$ cat src/rtl/lc3_ext_pkg.sv
// Shared definitions for the LC-3 immediate/offset extender.
// Holds the field-select encodings, the width of each field, and
// ext_field(), which slices one field out of an instruction word and
// extends it.
// ext_field() builds its result at EXT_MAX_W bits. Users keep the low
// OUT_W bits. Sign extension to the wide width followed by truncation
// gives the same bits as extending directly to OUT_W.
package lc3_ext_pkg;

    localparam logic [2:0] SEL_IMM5  = 3'd0;
    localparam logic [2:0] SEL_OFF6  = 3'd1;
    localparam logic [2:0] SEL_OFF9  = 3'd2;
    localparam logic [2:0] SEL_OFF11 = 3'd3;
    localparam logic [2:0] SEL_TRAP8 = 3'd4;
    localparam logic [2:0] SEL_NIB4  = 3'd5;

    localparam int FW_IMM5  = 5;
    localparam int FW_OFF6  = 6;
    localparam int FW_OFF9  = 9;
    localparam int FW_OFF11 = 11;
    localparam int FW_TRAP8 = 8;
    localparam int FW_NIB4  = 4;

    // Widest field in use; only these instruction bits are ever looked at.
    localparam int FIELD_SRC_W = FW_OFF11;
    localparam int EXT_MAX_W   = 64;

    typedef struct packed {
        logic                 err;
        logic [EXT_MAX_W-1:0] data;
    } ext_result_t;

    function automatic ext_result_t ext_field(
        input logic [FIELD_SRC_W-1:0] instr,
        input logic [2:0]             sel,
        input logic                   sign
    );
        ext_result_t r;
        r.err  = 1'b0;
        r.data = '0;
        case (sel)
            SEL_IMM5:  r.data = {{(EXT_MAX_W-FW_IMM5){sign & instr[FW_IMM5-1]}},   instr[FW_IMM5-1:0]};
            SEL_OFF6:  r.data = {{(EXT_MAX_W-FW_OFF6){sign & instr[FW_OFF6-1]}},   instr[FW_OFF6-1:0]};
            SEL_OFF9:  r.data = {{(EXT_MAX_W-FW_OFF9){sign & instr[FW_OFF9-1]}},   instr[FW_OFF9-1:0]};
            SEL_OFF11: r.data = {{(EXT_MAX_W-FW_OFF11){sign & instr[FW_OFF11-1]}}, instr[FW_OFF11-1:0]};
            // A trap vector is an unsigned table index, so sign mode never applies.
            SEL_TRAP8: r.data = {{(EXT_MAX_W-FW_TRAP8){1'b0}},                      instr[FW_TRAP8-1:0]};
            SEL_NIB4:  r.data = {{(EXT_MAX_W-FW_NIB4){sign & instr[FW_NIB4-1]}},   instr[FW_NIB4-1:0]};
            default:   r.err  = 1'b1;
        endcase
        return r;
    endfunction

endpackage

$ cat src/rtl/ext_skid_buf.sv
// FIFO-ordered valid/ready output buffer with DEPTH entries (1 or 2).
// Ports:
//   clk, rst                   clock, async active-high reset
//   push_valid/push_ready      write side; push_ready is a register
//   push_data                  DATA_W word written on push
//   pop_valid/pop_ready        read side
//   pop_data                   head entry, read straight from storage
// Handshake: a beat moves on a rising edge where valid && ready. The
// source holds valid and data steady until that edge. pop_valid and
// pop_data come only from registers.
module ext_skid_buf #(
    parameter int DATA_W = 17,
    parameter int DEPTH  = 2
) (
    input  logic              clk,
    input  logic              rst,
    input  logic              push_valid,
    output logic              push_ready,
    input  logic [DATA_W-1:0] push_data,
    output logic              pop_valid,
    input  logic              pop_ready,
    output logic [DATA_W-1:0] pop_data
);

    localparam int PTR_W = (DEPTH > 1) ? $clog2(DEPTH) : 1;
    localparam int CNT_W = $clog2(DEPTH + 1);
    localparam logic [CNT_W-1:0] DEPTH_C = CNT_W'(DEPTH);
    localparam logic [PTR_W-1:0] LAST_P  = PTR_W'(DEPTH - 1);

    if (DEPTH < 1 || DEPTH > 2) begin : g_depth_check
        $error("ext_skid_buf: DEPTH must be 1 or 2");
    end

    logic [DATA_W-1:0] mem [DEPTH];
    logic [PTR_W-1:0]  wr_ptr;
    logic [PTR_W-1:0]  rd_ptr;
    logic [CNT_W-1:0]  count;
    logic [CNT_W-1:0]  count_nxt;
    logic              ready_q;
    logic              push;
    logic              pop;

    assign push       = push_valid && ready_q;
    assign pop        = (count != '0) && pop_ready;
    assign push_ready = ready_q;
    assign pop_valid  = (count != '0);
    assign pop_data   = mem[rd_ptr];

    always_comb begin
        count_nxt = count;
        if (push && !pop) begin
            count_nxt = count + CNT_W'(1);
        end else if (!push && pop) begin
            count_nxt = count - CNT_W'(1);
        end
    end

    always_ff @(posedge clk or posedge rst) begin
        if (rst) begin
            for (int i = 0; i < DEPTH; i++) begin
                mem[i] <= '0;
            end
            wr_ptr  <= '0;
            rd_ptr  <= '0;
            count   <= '0;
            ready_q <= 1'b0;
        end else begin
            if (push) begin
                mem[wr_ptr] <= push_data;
                wr_ptr      <= (wr_ptr == LAST_P) ? '0 : wr_ptr + PTR_W'(1);
            end
            if (pop) begin
                rd_ptr <= (rd_ptr == LAST_P) ? '0 : rd_ptr + PTR_W'(1);
            end
            count   <= count_nxt;
            // ready_q looks ahead from the next occupancy, so out_ready
            // never reaches push_ready through logic alone.
            ready_q <= (count_nxt < DEPTH_C);
        end
    end

endmodule

$ cat src/rtl/imm_field_extender.sv
// Pipelined immediate/offset extractor for the LC-3 datapath.
// Slices the field chosen by in_sel from in_instr, extends it to OUT_W
// bits (sign or zero), and registers the result into a skid buffer.
// Ports:
//   clk, rst            clock, async active-high reset
//   in_valid/in_ready   input handshake; in_ready is registered
//   in_instr            raw instruction word (INSTR_W)
//   in_sel              field select; 6 and 7 are illegal
//   in_sign             1 = sign-extend, 0 = zero-extend
//   out_valid/out_ready output handshake
//   out_data            extended field (OUT_W)
//   out_err             the beat carried an illegal select
// Handshake: a beat moves on a rising edge where valid && ready. The
// source holds its beat until that edge. Output data holds while
// out_valid && !out_ready.
module imm_field_extender
    import lc3_ext_pkg::*;
#(
    parameter int INSTR_W    = 16,
    parameter int OUT_W      = 16,
    parameter int SKID_DEPTH = 2
) (
    input  logic               clk,
    input  logic               rst,
    input  logic               in_valid,
    output logic               in_ready,
    input  logic [INSTR_W-1:0] in_instr,
    input  logic [2:0]         in_sel,
    input  logic               in_sign,
    output logic               out_valid,
    input  logic               out_ready,
    output logic [OUT_W-1:0]   out_data,
    output logic               out_err
);

    if (INSTR_W < FIELD_SRC_W) begin : g_instr_w_check
        $error("imm_field_extender: INSTR_W must be >= 11");
    end
    if (OUT_W < FIELD_SRC_W || OUT_W > EXT_MAX_W) begin : g_out_w_check
        $error("imm_field_extender: OUT_W must be in 11..64");
    end

    ext_result_t      ext_res;
    logic [OUT_W:0]   push_word;
    logic [OUT_W:0]   pop_word;
    // Instruction bits above the widest field and the extension bits
    // above OUT_W are not needed. They feed this sink on purpose.
    logic             unused_bits;

    assign ext_res     = ext_field(in_instr[FIELD_SRC_W-1:0], in_sel, in_sign);
    assign push_word   = {ext_res.err, ext_res.data[OUT_W-1:0]};
    assign unused_bits = ^{in_instr, ext_res.data};

    ext_skid_buf #(
        .DATA_W (OUT_W + 1),
        .DEPTH  (SKID_DEPTH)
    ) u_buf (
        .clk        (clk),
        .rst        (rst),
        .push_valid (in_valid),
        .push_ready (in_ready),
        .push_data  (push_word),
        .pop_valid  (out_valid),
        .pop_ready  (out_ready),
        .pop_data   (pop_word)
    );

    assign out_err  = pop_word[OUT_W];
    assign out_data = pop_word[OUT_W-1:0];

endmodule

$ cat config.mk
export PLATFORM = sky130hd
export DESIGN_NAME = imm_field_extender
export DESIGN_NICKNAME = d
export VERILOG_FILES = /design/src/rtl/lc3_ext_pkg.sv /design/src/rtl/ext_skid_buf.sv /design/src/rtl/imm_field_extender.sv
export SDC_FILE = /design/constraint.sdc
export NUM_CORES = 1
export LEC_CHECK = 0
export BUFFER_PORTS_ARGS = -buffer_cell sky130_fd_sc_hd__buf_2
export CAP_MARGIN = 20
export CORE_UTILIZATION = 55
export CTS_BUF_LIST = sky130_fd_sc_hd__clkbuf_16
export CTS_CLUSTER_DIAMETER = 150
export DETAILED_ROUTE_END_ITERATION = 7
export PLACE_DENSITY_LB_ADDON = 0.08
export SLEW_MARGIN = 10
export SYNTH_ARGS = -nofsm -noshare
export SYNTH_HDL_FRONTEND = slang
export SYNTH_SLANG_ARGS = --single-unit
export TNS_END_PERCENT = 10
$ cat constraint.sdc
create_clock -name clk -period 2.7 [get_ports clk]
set_clock_uncertainty 0.15 [all_clocks]
set_input_delay 0.27 -clock clk [delete_from_list [all_inputs] [get_ports clk]]
set_output_delay 0.27 -clock clk [all_outputs]
set_load 0.05 [all_outputs]
[After elaboration in Yosys (flattened, before gate mapping)]
Cells that the tools add are included.
Word-level totals
  bits of input ports: 24
  word-level logic and storage cells: 48
  register bits after elaboration: 39
Operators by class
  multiplexer cells: 12
  reduce and logical (&&, ||, !) cells: 10
  equality and inequality tests: 5
  add/sub/neg operators: 4
  bitwise operators: 7
  order comparisons: 4
Operators with widths (number)
  case mux 16 bit (6 select lines): 1
  two-way mux 17 bit: 4
  bitwise mux 34 bit: 1
  demux 17 bit (select 1 bit): 1
  == test 3 x 2 -> 1 bit, second input constant: 2
  == test 3 bit, second input constant: 2
  OR reduction 6 bit: 1
  AND 1 bit: 5
  logical AND 1 bit: 5
  >= comparator 2 bit, second input constant: 2
  two-way mux 2 bit: 2
  inverter 1 -> 2 bit: 2
  == test 3 x 1 -> 1 bit, second input constant: 1
  zero test 3 bit: 1
  two-way mux 1 bit: 3
  adder 1 bit, second input constant: 2
  adder 2 x 1 -> 2 bit, second input constant: 1
  zero test 1 bit: 2
  less-than comparator 2 x 1 -> 1 bit, second input constant: 1
  less-than comparator 2 bit, second input constant: 1
  nonzero test 2 bit: 1
  subtractor 2 x 1 -> 2 bit, second input constant: 1

[Logic depth before layout (Yosys ltp)]
Gate-level depths: netlist of the first run.
  word-level depth: 6
  gate-level depth with buffers: 9
  mapped depth without buffers: 9

[Hierarchy]
A second synthesis of the first run with hierarchy kept.
Second synthesis, totals
  cells, all modules: 154
  area total of the unflattened synthesis: 2054.5 µm²
By module, submodules not included
  ext_skid_buf: times used 1, seq. area each 975.9 µm², area an instance 1843.0 µm², cells each 119
  imm_field_extender: times used 1, seq. area each 0.0 µm², area an instance 211.5 µm², cells each 35

[Least setup slack after synthesis of the first run]
Ideal clock, no wire load.
  kind: register -> register
  start: register u_buf.count[0]
  end: register u_buf.count[1]
  setup slack: 851 ps
  stages on the path, launching flop included: 9
  data required time: 2421 ps
  setup time: 129 ps
  arrival time: 1570 ps
  path buffers: 0
  cell sequence: dfrtp_1 inv_1 ha_1 inv_1 nand2_1 inv_1 ha_1 nor2b_1 o31a_1
Between the ends
  word-level cells in the longest chain between the ends: 5
  elaborated cells between the ends (all ways): 9
  those cells by class: add/sub: 2; mux: 2; reduce/logical: 5
RTL lines
  start: declaration: RTL line ext_skid_buf.sv:37  | logic [CNT_W-1:0] count;
  start signal: assignment: RTL line ext_skid_buf.sv:75  | count <= count_nxt;
  nonzero test 2 bit *
  net out_valid: RTL line imm_field_extender.sv:30  | output logic out_valid,
  logical AND 1 bit *: RTL line ext_skid_buf.sv:44  | assign pop = (count != '0) && pop_ready;
  net u_buf.pop: RTL line ext_skid_buf.sv:41  | logic pop;
  logical AND 1 bit or zero test 1 bit (tied branches): RTL line ext_skid_buf.sv:53, ext_skid_buf.sv:51
  two-way mux 2 bit or logical AND 1 bit (tied branches): RTL line ext_skid_buf.sv:53, ext_skid_buf.sv:51
  two-way mux 2 bit *: RTL line ext_skid_buf.sv:51  | if (push && !pop) begin
  net u_buf.count_nxt[1]: RTL line ext_skid_buf.sv:38  | logic [CNT_W-1:0] count_nxt;
The timed path passes the listed nets; every way through them passes the cells marked *.
A chain may end at the register's enable or synchronous reset.

[Worst setup path after layout of the first run]
  start: register u_buf.rd_ptr
  end: output out_data[11]
Between the ends
  word-level cells in the longest chain between the ends: 4
RTL lines
  start: declaration: RTL line ext_skid_buf.sv:36  | logic [PTR_W-1:0] rd_ptr;
  start signal: assignment: RTL line ext_skid_buf.sv:73  | rd_ptr <= (rd_ptr == LAST_P) ? '0 : rd_ptr + PTR_W'(1);
  inverter 1 -> 2 bit (not written as such): RTL line ext_skid_buf.sv:47  | assign pop_data = mem[rd_ptr];
  two-way mux 17 bit (not written as such) (3 in a row): RTL line ext_skid_buf.sv:47
  end: declaration: RTL line imm_field_extender.sv:32  | output logic [OUT_W-1:0] out_data,
Every way passes these cells. The select of a mux whose other input is x is not followed.

==> results.sh, run 1 <==
export IMPL_finish_net_count=227
export IMPL_pwr_share_clk_pct=22.9
export IMPL_power_net_switching_w=0.00123
export IMPL_setup_repair_after_global_routing_missed_its_margin="no"
export IMPL_synth_top_cells_by_count="sky130_fd_sc_hd__nand2_1 (37), sky130_fd_sc_hd__dfrtp_1 (31), sky130_fd_sc_hd__mux2_2 (14), sky130_fd_sc_hd__o21ai_1 (14), sky130_fd_sc_hd__o21ai_0 (13)"
export IMPL_synthesis_yosys_warnings=0
export IMPL_cp_data_required_time_ns=2.28
export IMPL_fillerInstances=231
export IMPL_die_area_mm2=0.00307
export IMPL_synthToLayoutAreaGrowth_pct=20.9
export IMPL_drcViolationCount=0
export IMPL_syn_avg_cell_area_um2=9.40
export IMPL_post_route_worst_hold_slack_ns=0.110
export IMPL_clk_insertion_delay_late_ns=0.27
export IMPL_multi_input_gate_area_um2=687
export IMPL_std_cell_rows=19
export IMPL_power_frac_comb_pct=47.4
export IMPL_post_route_cells_drive_above_1_share_pct=30.8
export IMPL_clock_sink_count=31
export IMPL_via_count=1222
export IMPL_switching_share_pct=45.7
export IMPL_end_kind="output port"
export IMPL_slew_viol_final=0
export IMPL_n_antenna_cell=0
export IMPL_mappedNetlistArea_mm2=0.00157
export IMPL_final_min_period_over_clock_period_pct=76.9
export IMPL_top_level_ports=43
export IMPL_yosys_most_used_dff="sky130_fd_sc_hd__dfrtp_1"
export IMPL_maximum_vdd_ir_drop_uv=1400
export IMPL_critPathKind="reg2out"
export IMPL_cap_viol_max_count=0
export IMPL_finalHoldViolCount=0
export IMPL_most_common_cell_in_the_synthesized_netlist="sky130_fd_sc_hd__nand2_1"
export IMPL_antenna_violations_before_repair=0
export IMPL_cts_tree="built"
export IMPL_global_route_usage_total_pct=21.6
export IMPL_pwr_density_cell_mw_per_mm2=1420
export IMPL_route_detailed_vias_per_inst=5.27
export IMPL_combined_flip_flop_and_latch_cell_area_um2=776
export IMPL_clk_pin_slew_ns=0.05
export IMPL_tightestPinTransition_ns=0.898
export IMPL_cts_htree_levels=2
export IMPL_ys_top_cells_by_area="sky130_fd_sc_hd__dfrtp_1 (49%), sky130_fd_sc_hd__mux2_2 (10%), sky130_fd_sc_hd__nand2_1 (8.8%)"
export IMPL_power_report_internal_total_w=0.00146
export IMPL_die_h_um=55.4
export IMPL_leakage_nw=0.962
export IMPL_synth_async_sr_flop_share_pct=100
export IMPL_fmax_mhz=482
export IMPL_ys_types=28
export IMPL_gr_total_overflow=0
export IMPL_final_hpwl_dp_um=2070
export IMPL_start_util_pct=57.4
export IMPL_syn_nets=194
export IMPL_timing_final_setup_violations=0
export IMPL_netlist_instances=167
export IMPL_clock_tree_buffer_depth=2
export IMPL_hold_class="in2reg"
export IMPL_drt_wirelength_per_cell_um=13.1
export IMPL_wire_length_of_the_first_global_routing_pass_um=5130
export IMPL_setup_tns_final_ns=0
export IMPL_routed_wl_um=3030
export IMPL_number_of_flops_mapped_to_enable_cells_by_yosys=0
export IMPL_drt_initial_drc_count=26
export IMPL_synth_sequential_area_ratio_pct=49.4
export IMPL_core_area_mm2=0.00273
export IMPL_io_buffer_count=37
export IMPL_cts_inserted_buffers=5
export IMPL_synth_area_leader_cell="sky130_fd_sc_hd__dfrtp_1"
export IMPL_grt_start_max_net_pins=32
export IMPL_globalplace_congestion=0.743
export IMPL_worst_slew_margin_rel_pct=39.9
export IMPL_run_status="finished clean"
export IMPL_pwr_share_seq_pct=29.7
export IMPL_synth_top_cell_area_share_pct=49.4
export IMPL_start_kind="register"
export IMPL_crit_fanout=14
export IMPL_vias_in_the_first_global_route=1187
export IMPL_critical_path_arrival_ns=1.66
export IMPL_drt_pass_1_iters=4
export IMPL_flip_flop_and_latch_count_after_synthesis=31
export IMPL_antenna_violating_nets_post_route=0
export IMPL_cts_root_buffer_cell="sky130_fd_sc_hd__clkbuf_16"
export IMPL_final_period_minus_worst_setup_slack_ns=2.08
export IMPL_die_w_um=55.4
## worst max-delay path, cell delays in order (launching register included)
cell and delay [ns]:
sky130_fd_sc_hd__dfrtp_1 0.73, sky130_fd_sc_hd__mux2_2 0.43, sky130_fd_sc_hd__buf_2 0.22
## registers in the layout (all words and copies together) (netlist names)
register / cells
u_buf.push_ready: 1
u_buf.rd_ptr: 1
u_buf.mem: 26
u_buf.count: 2
u_buf.wr_ptr: 1
## kinds of logic (layout without fill, tap and decap cells)
logic type	Yosys count	count (layout)	synth area share (%)
and+or+nand+nor	60	60	17.2
AOI/OAI and AO/OA	36	36	13.0
xor gates and xnor gates	2	2	1.12
DFF	31	31	49.4
buffers and inverters	21	55	6.85
adders and majority gates	3	3	2.39
muxes	14	14	10.0
## what timing repair did
item | in CTS | in global routing
setup buffers | 0 | 0
hold buffers | 1 | 0
gates resized for setup | 0 | 0
endpoints found under the hold margin | 31 | 0
endpoints found under the setup margin | 0 | 0
## cell usage in the layout (no fill, tap or decap), types with 2 or more instances in the layout
cell type / count
sky130_fd_sc_hd__clkbuf_16: 5
sky130_fd_sc_hd__dfrtp_1: 31
sky130_fd_sc_hd__nand2_1: 37
sky130_fd_sc_hd__ha_1: 3
sky130_fd_sc_hd__a211oi_1: 2
sky130_fd_sc_hd__nand3_1: 3
sky130_fd_sc_hd__nor3_1: 3
sky130_fd_sc_hd__inv_1: 8
sky130_fd_sc_hd__nor2_1: 6
sky130_fd_sc_hd__mux2_2: 14
sky130_fd_sc_hd__a21oi_1: 4
sky130_fd_sc_hd__buf_2: 37
sky130_fd_sc_hd__nand3b_1: 2
sky130_fd_sc_hd__o21ai_1: 14
sky130_fd_sc_hd__o21ai_0: 13
sky130_fd_sc_hd__nand2b_1: 4
## layout make-up
| class | instances | area share (%) |
|---|---|---|
| repair buffers | 39 | 10.7 |
| inverters | 8 | 1.58 |
| clock buffers | 5 | 6.59 |
| well taps | 31 | 2.04 |
| flip-flops and latches | 31 | 40.9 |
| clock inverters | 3 | 2.04 |
| multi-input cells | 115 | 36.2 |
## worst paths after layout
check	startpoint	endpoint	slack (ns)	cells past startpoint
worst max-delay path	u_buf.rd_ptr$_DFFE_PP0P_	out_data[11]	0.62	2
worst min-delay path	in_instr[0]	u_buf.mem[0]$_DFFE_PP0P_	0.11	3
worst max register to register	u_buf.count[0]$_DFFE_PP0P_	u_buf.count[1]$_DFF_PP0_	1.00	8
worst min register to register	u_buf.mem[33]$_DFFE_PP0P_	u_buf.mem[33]$_DFFE_PP0P_	0.32	2
max in group asynchronous	rst	u_buf.mem[5]$_DFFE_PP0P_	1.63	4
min in group asynchronous	rst	u_buf.wr_ptr$_DFFE_PP0P_	0.49	4
## stage by stage
step                instances  total power, W  setup slack [ns]  area (um2)  utilization (%)
global route              232         0.00284             0.570        1900             69.4
floorplan                 167         0.00188             0.851        1570                -
detailed placement        223         0.00208             0.937        1720             63.1
finish                    232         0.00269             0.624        1900             69.4
global placement          223         0.00205             0.900        1720             63.1
CTS                       232         0.00271             0.638        1900             69.4
## power by group through the flow
| stage | combinational, W | sequential, W | clock (W) |
|---|---|---|---|
| finish | 0.00128 | 0.000801 | 0.000616 |
| global route | 0.00138 | 0.000826 | 0.000639 |
| CTS | 0.00129 | 0.000801 | 0.000627 |
| detailed placement | 0.00128 | 0.000806 | 0 |
| global placement | 0.00125 | 0.000796 | 0 |
| floorplan | 0.00110 | 0.000776 | 0 |
## per-layer routing
| metal | GRT usage (%) | vias to the layer above | share of wire (%) | wire [um] |
|---|---|---|---|---|
| li1 | - | 623 | - | - |
| met1 | 27.5 | 567 | 46 | 1390 |
| met2 | 35.6 | 27 | 49 | 1500 |
| met3 | 5.62 | 5 | 3.7 | 111 |
| met4 | 7.50 | 0 | 1.2 | 35 |
| met5 | 0 | - | 0 | 0 |
Power figures use the tool's default switching activity.
==> run 2, diff against run 1 <==
--- a/config.mk
+++ b/config.mk
@@ -7,7 +7,7 @@
 export LEC_CHECK = 0
 export BUFFER_PORTS_ARGS = -buffer_cell sky130_fd_sc_hd__buf_2
 export CAP_MARGIN = 20
-export CORE_UTILIZATION = 55
+export CORE_UTILIZATION = 46
 export CTS_BUF_LIST = sky130_fd_sc_hd__clkbuf_16
 export CTS_CLUSTER_DIAMETER = 150
 export DETAILED_ROUTE_END_ITERATION = 7
==> constraint.sdc (replaced) <==
create_clock -name clk -period 1.7 [get_ports clk]
set_clock_uncertainty 0.15 [all_clocks]
set_input_delay 0.17 -clock clk [delete_from_list [all_inputs] [get_ports clk]]
set_output_delay 0.17 -clock clk [all_outputs]
set_load 0.05 [all_outputs]
==> results.sh, run 2 (same netlist as run 1, synthesis figures left out) <==
export IMPL_run_status="finished clean"
export IMPL_worst_setup_path_startpoint="u_buf.rd_ptr$_DFFE_PP0P_"
export IMPL_cts_inserted_buffers=5
export IMPL_min_delay_path_depth=3
export IMPL_n_antenna_cell=0
export IMPL_cts_root_buffer_cell="sky130_fd_sc_hd__clkbuf_16"
export IMPL_wire_length_of_the_first_global_routing_pass_um=5420
export IMPL_slew_viol_final=0
export IMPL_fmax_mhz=594
export IMPL_top_register="u_buf.mem"
export IMPL_timing_critical_path_slowest_stage_cell="sky130_fd_sc_hd__dfrtp_2"
export IMPL_critPathMaxStageDelay_ns=0.39
export IMPL_via_count=1259
export IMPL_final_min_period_over_clock_period_pct=99.1
export IMPL_top_level_ports=43
export IMPL_die_area_mm2=0.00365
export IMPL_critPathKind="reg2out"
export IMPL_cp_data_required_time_ns=1.38
export IMPL_crit_cells=3
export IMPL_start_util_pct=49.8
export IMPL_finish_net_count=231
export IMPL_finalHoldViolCount=0
export IMPL_synthToLayoutAreaGrowth_pct=28.5
export IMPL_routed_wl_um=3210
export IMPL_end_kind="output port"
export IMPL_route_detailed_vias_per_inst=5.06
export IMPL_drcViolationCount=0
export IMPL_cts_tree="built"
export IMPL_pwr_density_cell_mw_per_mm2=2260
export IMPL_final_cell_mix="sky130_fd_sc_hd__nand2_1 (36), sky130_fd_sc_hd__dfrtp_1 (29), sky130_fd_sc_hd__buf_2 (26)"
export IMPL_r2r_cells=8
export IMPL_grt_start_max_net_pins=32
export IMPL_die_h_um=60.4
export IMPL_worst_slew_margin_rel_pct=68.4
export IMPL_maximum_vdd_ir_drop_uv=1050
export IMPL_core_area_mm2=0.00315
export IMPL_clock_tree_buffer_depth=2
export IMPL_timing_final_setup_violations=0
export IMPL_largest_reg_flops=26
export IMPL_clk_insertion_delay_late_ns=0.27
export IMPL_path_delay_family="flip-flops"
export IMPL_global_route_usage_total_pct=20.6
export IMPL_crit_fanout=6
export IMPL_final_period_minus_worst_setup_slack_ns=1.68
export IMPL_clock_sink_count=31
export IMPL_antenna_violations_before_repair=0
export IMPL_clk_pin_slew_ns=0.05
export IMPL_leakage_nw=0.980
export IMPL_regToRegStartpoint="u_buf.count[0]$_DFFE_PP0P_"
export IMPL_hold_class="in2reg"
export IMPL_fillerInstances=278
export IMPL_place_area_mm2=0.00180
export IMPL_globalplace_congestion=0.791
export IMPL_path_cells="buf_12 -> mux2_2 -> buf_4"
export IMPL_std_cell_rows=20
export IMPL_antenna_violating_nets_post_route=0
export IMPL_worst_hold_startpoint="in_instr[0]"
export IMPL_drt_pass_1_iters=4
export IMPL_start_kind="register"
export IMPL_critical_path_arrival_ns=1.36
export IMPL_critical_path_n_buffers_inverters=2
export IMPL_drt_initial_drc_count=49
export IMPL_gr_total_overflow=0
export IMPL_cts_htree_levels=2
export IMPL_final_hpwl_dp_um=2280
export IMPL_p_total_w=0.00455
export IMPL_die_w_um=60.4
export IMPL_io_buffer_count=37
export IMPL_tightestPinTransition_ns=0.474
export IMPL_final_core_util_pct=64.0
export IMPL_largestRegisters="u_buf.mem x26, u_buf.count x2"
export IMPL_post_route_cells_drive_above_1_share_pct=36.6
export IMPL_drt_wirelength_per_cell_um=12.9
export IMPL_postLayoutCellArea_mm2=0.00202
export IMPL_setup_repair_after_global_routing_missed_its_margin="yes"
export IMPL_layout_cells_most_common="sky130_fd_sc_hd__nand2_1"
export IMPL_vias_in_the_first_global_route=1232
export IMPL_cap_viol_max_count=0
==> run 2: cell count changes in the layout (fill, tap and decap cells not counted), sizes merged <==
cell,change
clkinvlp,+1
inv,-1
buf,+4
==> run 2: final timing paths <==
check | end | slack [ns]
max | out_data[12] | 0.02
min | u_buf.mem[0]$_DFFE_PP0P_ | 0.01
max reg2reg | u_buf.count[1]$_DFF_PP0_ | 0.07
min reg2reg | u_buf.mem[2]$_DFFE_PP0P_ | 0.32
max in group asynchronous | u_buf.rd_ptr$_DFFE_PP0P_ | 0.73
min in group asynchronous | u_buf.count[1]$_DFF_PP0_ | 0.37
==> run 2: metrics by stage <==
| step | instances | TNS [ns] | hold WS, ns | setup slack, ns |
|---|---|---|---|---|
| final | 249 | 0 | 0.0111 | 0.0159 |
| after floorplan | 167 | -0.346 | 0.123 | -0.125 |
| after CTS | 249 | -0.0319 | 0.00432 | -0.00795 |
| after global routing | 249 | -0.204 | 0.0348 | -0.0210 |
| after global placement | 239 | 0 | 0.105 | 0.0962 |
| after detailed placement | 239 | 0 | 0.119 | 0.0211 |
==> run 2: per-layer routing <==
metal  GRT usage, %  wire length, um  vias to the layer above
met5              0                0                        -
met4           9.42               23                        0
met3           5.33              119                        2
met2           34.5             1620                       29
met1           25.0             1450                      590
li1               -                -                      638
==> run 2: timing repair <==
| item | 4_1_cts | 5_1_grt |
|---|---|---|
| pin swaps | 0 | 1 |
| gates resized for setup | 7 | 13 |
| setup endpoints to repair | 16 | 13 |
| setup buffers | 1 | 0 |
| endpoints found under the hold margin | 31 | 0 |
| cloned | 0 | 0 |
| hold buffers | 1 | 0 |
==> run 2: where the power goes <==
group,switching [W],internal [W]
combinational,0.00156,0.000789
sequential,0.000172,0.00106
clock,0.000292,0.000681
total,0.00202,0.00253
==> run 2: layout make-up <==
class | count | area, um2 | share of cell area (%)
inverter | 8 | 33.8 | 1.67
timing repair buffer | 43 | 273 | 13.5
clock inverter | 3 | 38.8 | 1.92
sequential | 31 | 778 | 38.6
tap | 44 | 55.1 | 2.73
clock buffer | 5 | 125 | 6.20
multi-input combinational | 115 | 714 | 35.4
==> run 2: worst reg2reg max path, delay by kind of cell, from the launching register on <==
kind / cells / cell delay, ns
adders and majority gates: 2 / 0.30
AOI/OAI and AO/OA: 1 / 0.25
buffers and inverters: 3 / 0.22
and+or+nand+nor: 2 / 0.20
DFF: 1 / 0.40
==> run 3, diff against run 2 <==
--- a/config.mk
+++ b/config.mk
@@ -12,6 +12,7 @@
 export CTS_CLUSTER_DIAMETER = 150
 export DETAILED_ROUTE_END_ITERATION = 7
 export PLACE_DENSITY_LB_ADDON = 0.08
+export RECOVER_POWER = 50
 export SLEW_MARGIN = 10
 export SYNTH_ARGS = -nofsm -noshare
 export SYNTH_HDL_FRONTEND = slang
==> results.sh, run 3 (same netlist as run 1, synthesis figures left out) <==
export IMPL_run_status="finished clean"
export IMPL_routed_wl_um=3210
export IMPL_final_cell_mix="sky130_fd_sc_hd__nand2_1 (36), sky130_fd_sc_hd__dfrtp_1 (29), sky130_fd_sc_hd__buf_2 (26)"
export IMPL_cts_tree="built"
export IMPL_setup_repair_after_global_routing_missed_its_margin="yes"
export IMPL_post_route_cells_drive_above_1_share_pct=36.6
export IMPL_cts_htree_levels=2
export IMPL_drt_pass_1_iters=4
export IMPL_die_h_um=60.4
export IMPL_timing_final_setup_violations=0
export IMPL_layout_cells_most_common="sky130_fd_sc_hd__nand2_1"
export IMPL_synthToLayoutAreaGrowth_pct=28.2
export IMPL_crit_fanout=6
export IMPL_die_w_um=60.4
export IMPL_gr_total_overflow=0
export IMPL_critPathKind="reg2out"
export IMPL_wire_length_of_the_first_global_routing_pass_um=5420
export IMPL_largestRegisters="u_buf.mem x26, u_buf.count x2"
export IMPL_end_kind="output port"
export IMPL_io_buffer_count=37
export IMPL_pwr_density_cell_mw_per_mm2=2260
export IMPL_drt_initial_drc_count=45
export IMPL_fmax_mhz=594
export IMPL_final_period_minus_worst_setup_slack_ns=1.68
export IMPL_drcViolationCount=0
export IMPL_cts_inserted_buffers=5
export IMPL_power_report_internal_total_w=0.00253
export IMPL_slew_viol_final=0
export IMPL_global_route_usage_total_pct=20.6
export IMPL_post_route_worst_hold_slack_ns=0.0111
export IMPL_pwr_share_clk_pct=21.4
export IMPL_start_util_pct=49.8
export IMPL_grt_start_max_net_pins=32
export IMPL_placed_cells=239
export IMPL_final_hpwl_dp_um=2280
export IMPL_clock_tree_buffer_depth=2
export IMPL_pwr_share_seq_pct=27.2
export IMPL_die_area_mm2=0.00365
export IMPL_leakage_nw=0.979
export IMPL_start_kind="register"
export IMPL_via_count=1260
export IMPL_top_level_ports=43
export IMPL_clk_pin_slew_ns=0.05
export IMPL_cts_root_buffer_cell="sky130_fd_sc_hd__clkbuf_16"
export IMPL_core_area_mm2=0.00315
export IMPL_n_antenna_cell=0
export IMPL_antenna_violations_before_repair=0
export IMPL_layout_cells_non_filler=249
export IMPL_power_net_switching_w=0.00202
export IMPL_hold_class="in2reg"
export IMPL_globalplace_congestion=0.791
export IMPL_worst_slew_margin_rel_pct=49.8
export IMPL_top_register="u_buf.mem"
export IMPL_final_min_period_over_clock_period_pct=99.1
export IMPL_tightestPinTransition_ns=0.753
export IMPL_cap_viol_max_count=0
export IMPL_critical_path_arrival_ns=1.36
export IMPL_detailedPlace_worstSlack_ns=0.0211
export IMPL_drt_wirelength_per_cell_um=12.9
export IMPL_finish_net_count=231
export IMPL_final_core_util_pct=63.8
export IMPL_clk_insertion_delay_late_ns=0.27
export IMPL_maximum_vdd_ir_drop_uv=1010
export IMPL_setup_ws_ns=0.0159
export IMPL_finalHoldViolCount=0
export IMPL_largest_reg_flops=26
export IMPL_switching_share_pct=44.4
export IMPL_route_detailed_vias_per_inst=5.06
export IMPL_clock_sink_count=31
export IMPL_power_frac_comb_pct=51.4
export IMPL_antenna_violating_nets_post_route=0
export IMPL_p_total_w=0.00455
export IMPL_std_cell_rows=20
export IMPL_cp_data_required_time_ns=1.38
export IMPL_vias_in_the_first_global_route=1232
export IMPL_fillerInstances=280
-- run 3: cell count changes in the layout (fill, tap and decap cells not counted), sizes merged --
cell    previous run  this run
clkbuf             5         7
buf               42        40
-- run 3: through the flow --
stage                     setup TNS [ns]  area (um2)
after floorplan                   -0.346        1590
after global placement                 0        1800
after detailed placement               0        1800
after CTS                        -0.0319        2000
after global routing              -0.204        2010
final                                  0        2010
-- run 3: final timing paths --
check                      slack [ns]  cells past startpoint                  startpoint                       end
max reg2reg                      0.07                      8  u_buf.count[0]$_DFFE_PP0P_  u_buf.count[1]$_DFF_PP0_
max                              0.02                      3    u_buf.rd_ptr$_DFFE_PP0P_              out_data[12]
min                              0.01                      3                 in_instr[0]  u_buf.mem[0]$_DFFE_PP0P_
min reg2reg                      0.32                      2    u_buf.mem[2]$_DFFE_PP0P_  u_buf.mem[2]$_DFFE_PP0P_
min in group asynchronous        0.51                      4                         rst  u_buf.count[1]$_DFF_PP0_
max in group asynchronous        0.37                      4                         rst  u_buf.rd_ptr$_DFFE_PP0P_
-- run 3: area by class of cell --
type / count / area, um2 / share of cell area (%)
Clock buffer: 5 / 125 / 6.22
Multi-Input combinational cell: 115 / 714 / 35.5
Tap cell: 44 / 55.1 / 2.73
Sequential cell: 31 / 778 / 38.7
Clock inverter: 3 / 38.8 / 1.93
Inverter: 8 / 33.8 / 1.68
Timing Repair Buffer: 43 / 268 / 13.3
-- run 3: repair_timing --
item / 4_1_cts / 5_1_grt
endpoints found under the setup margin: 16 / 13
hold endpoints to repair: 31 / 0
hold buffers: 1 / 0
gates resized for setup: 7 / 13
buffers inserted: 1 / 0
gates cloned: 0 / 0
pin swaps: 0 / 1
-- run 3: critical path, stage by stage (launching register included) --
cell and delay [ns]:
sky130_fd_sc_hd__dfrtp_2 0.39, sky130_fd_sc_hd__buf_12 0.12, sky130_fd_sc_hd__mux2_2 0.38, sky130_fd_sc_hd__buf_4 0.20
-- run 3: layer usage --
metal / GRT usage (%) / vias up / share of wire (%)
met5: 0 / - / 0
met2: 34.5 / 29 / 50
met4: 9.42 / 0 / 0.72
met3: 5.33 / 2 / 3.7
li1: - / 640 / -
met1: 25.0 / 589 / 45
-- run 3: power groups by stage --
stage	clock network [W]	registers, W	logic (W)
2_1_floorplan	0	0.00124	0.00179
3_3_place_gp	0	0.00122	0.00216
3_5_place_dp	0	0.00125	0.00221
4_1_cts	0.000997	0.00123	0.00230
5_1_grt	0.00102	0.00128	0.00254
6_report	0.000973	0.00124	0.00234
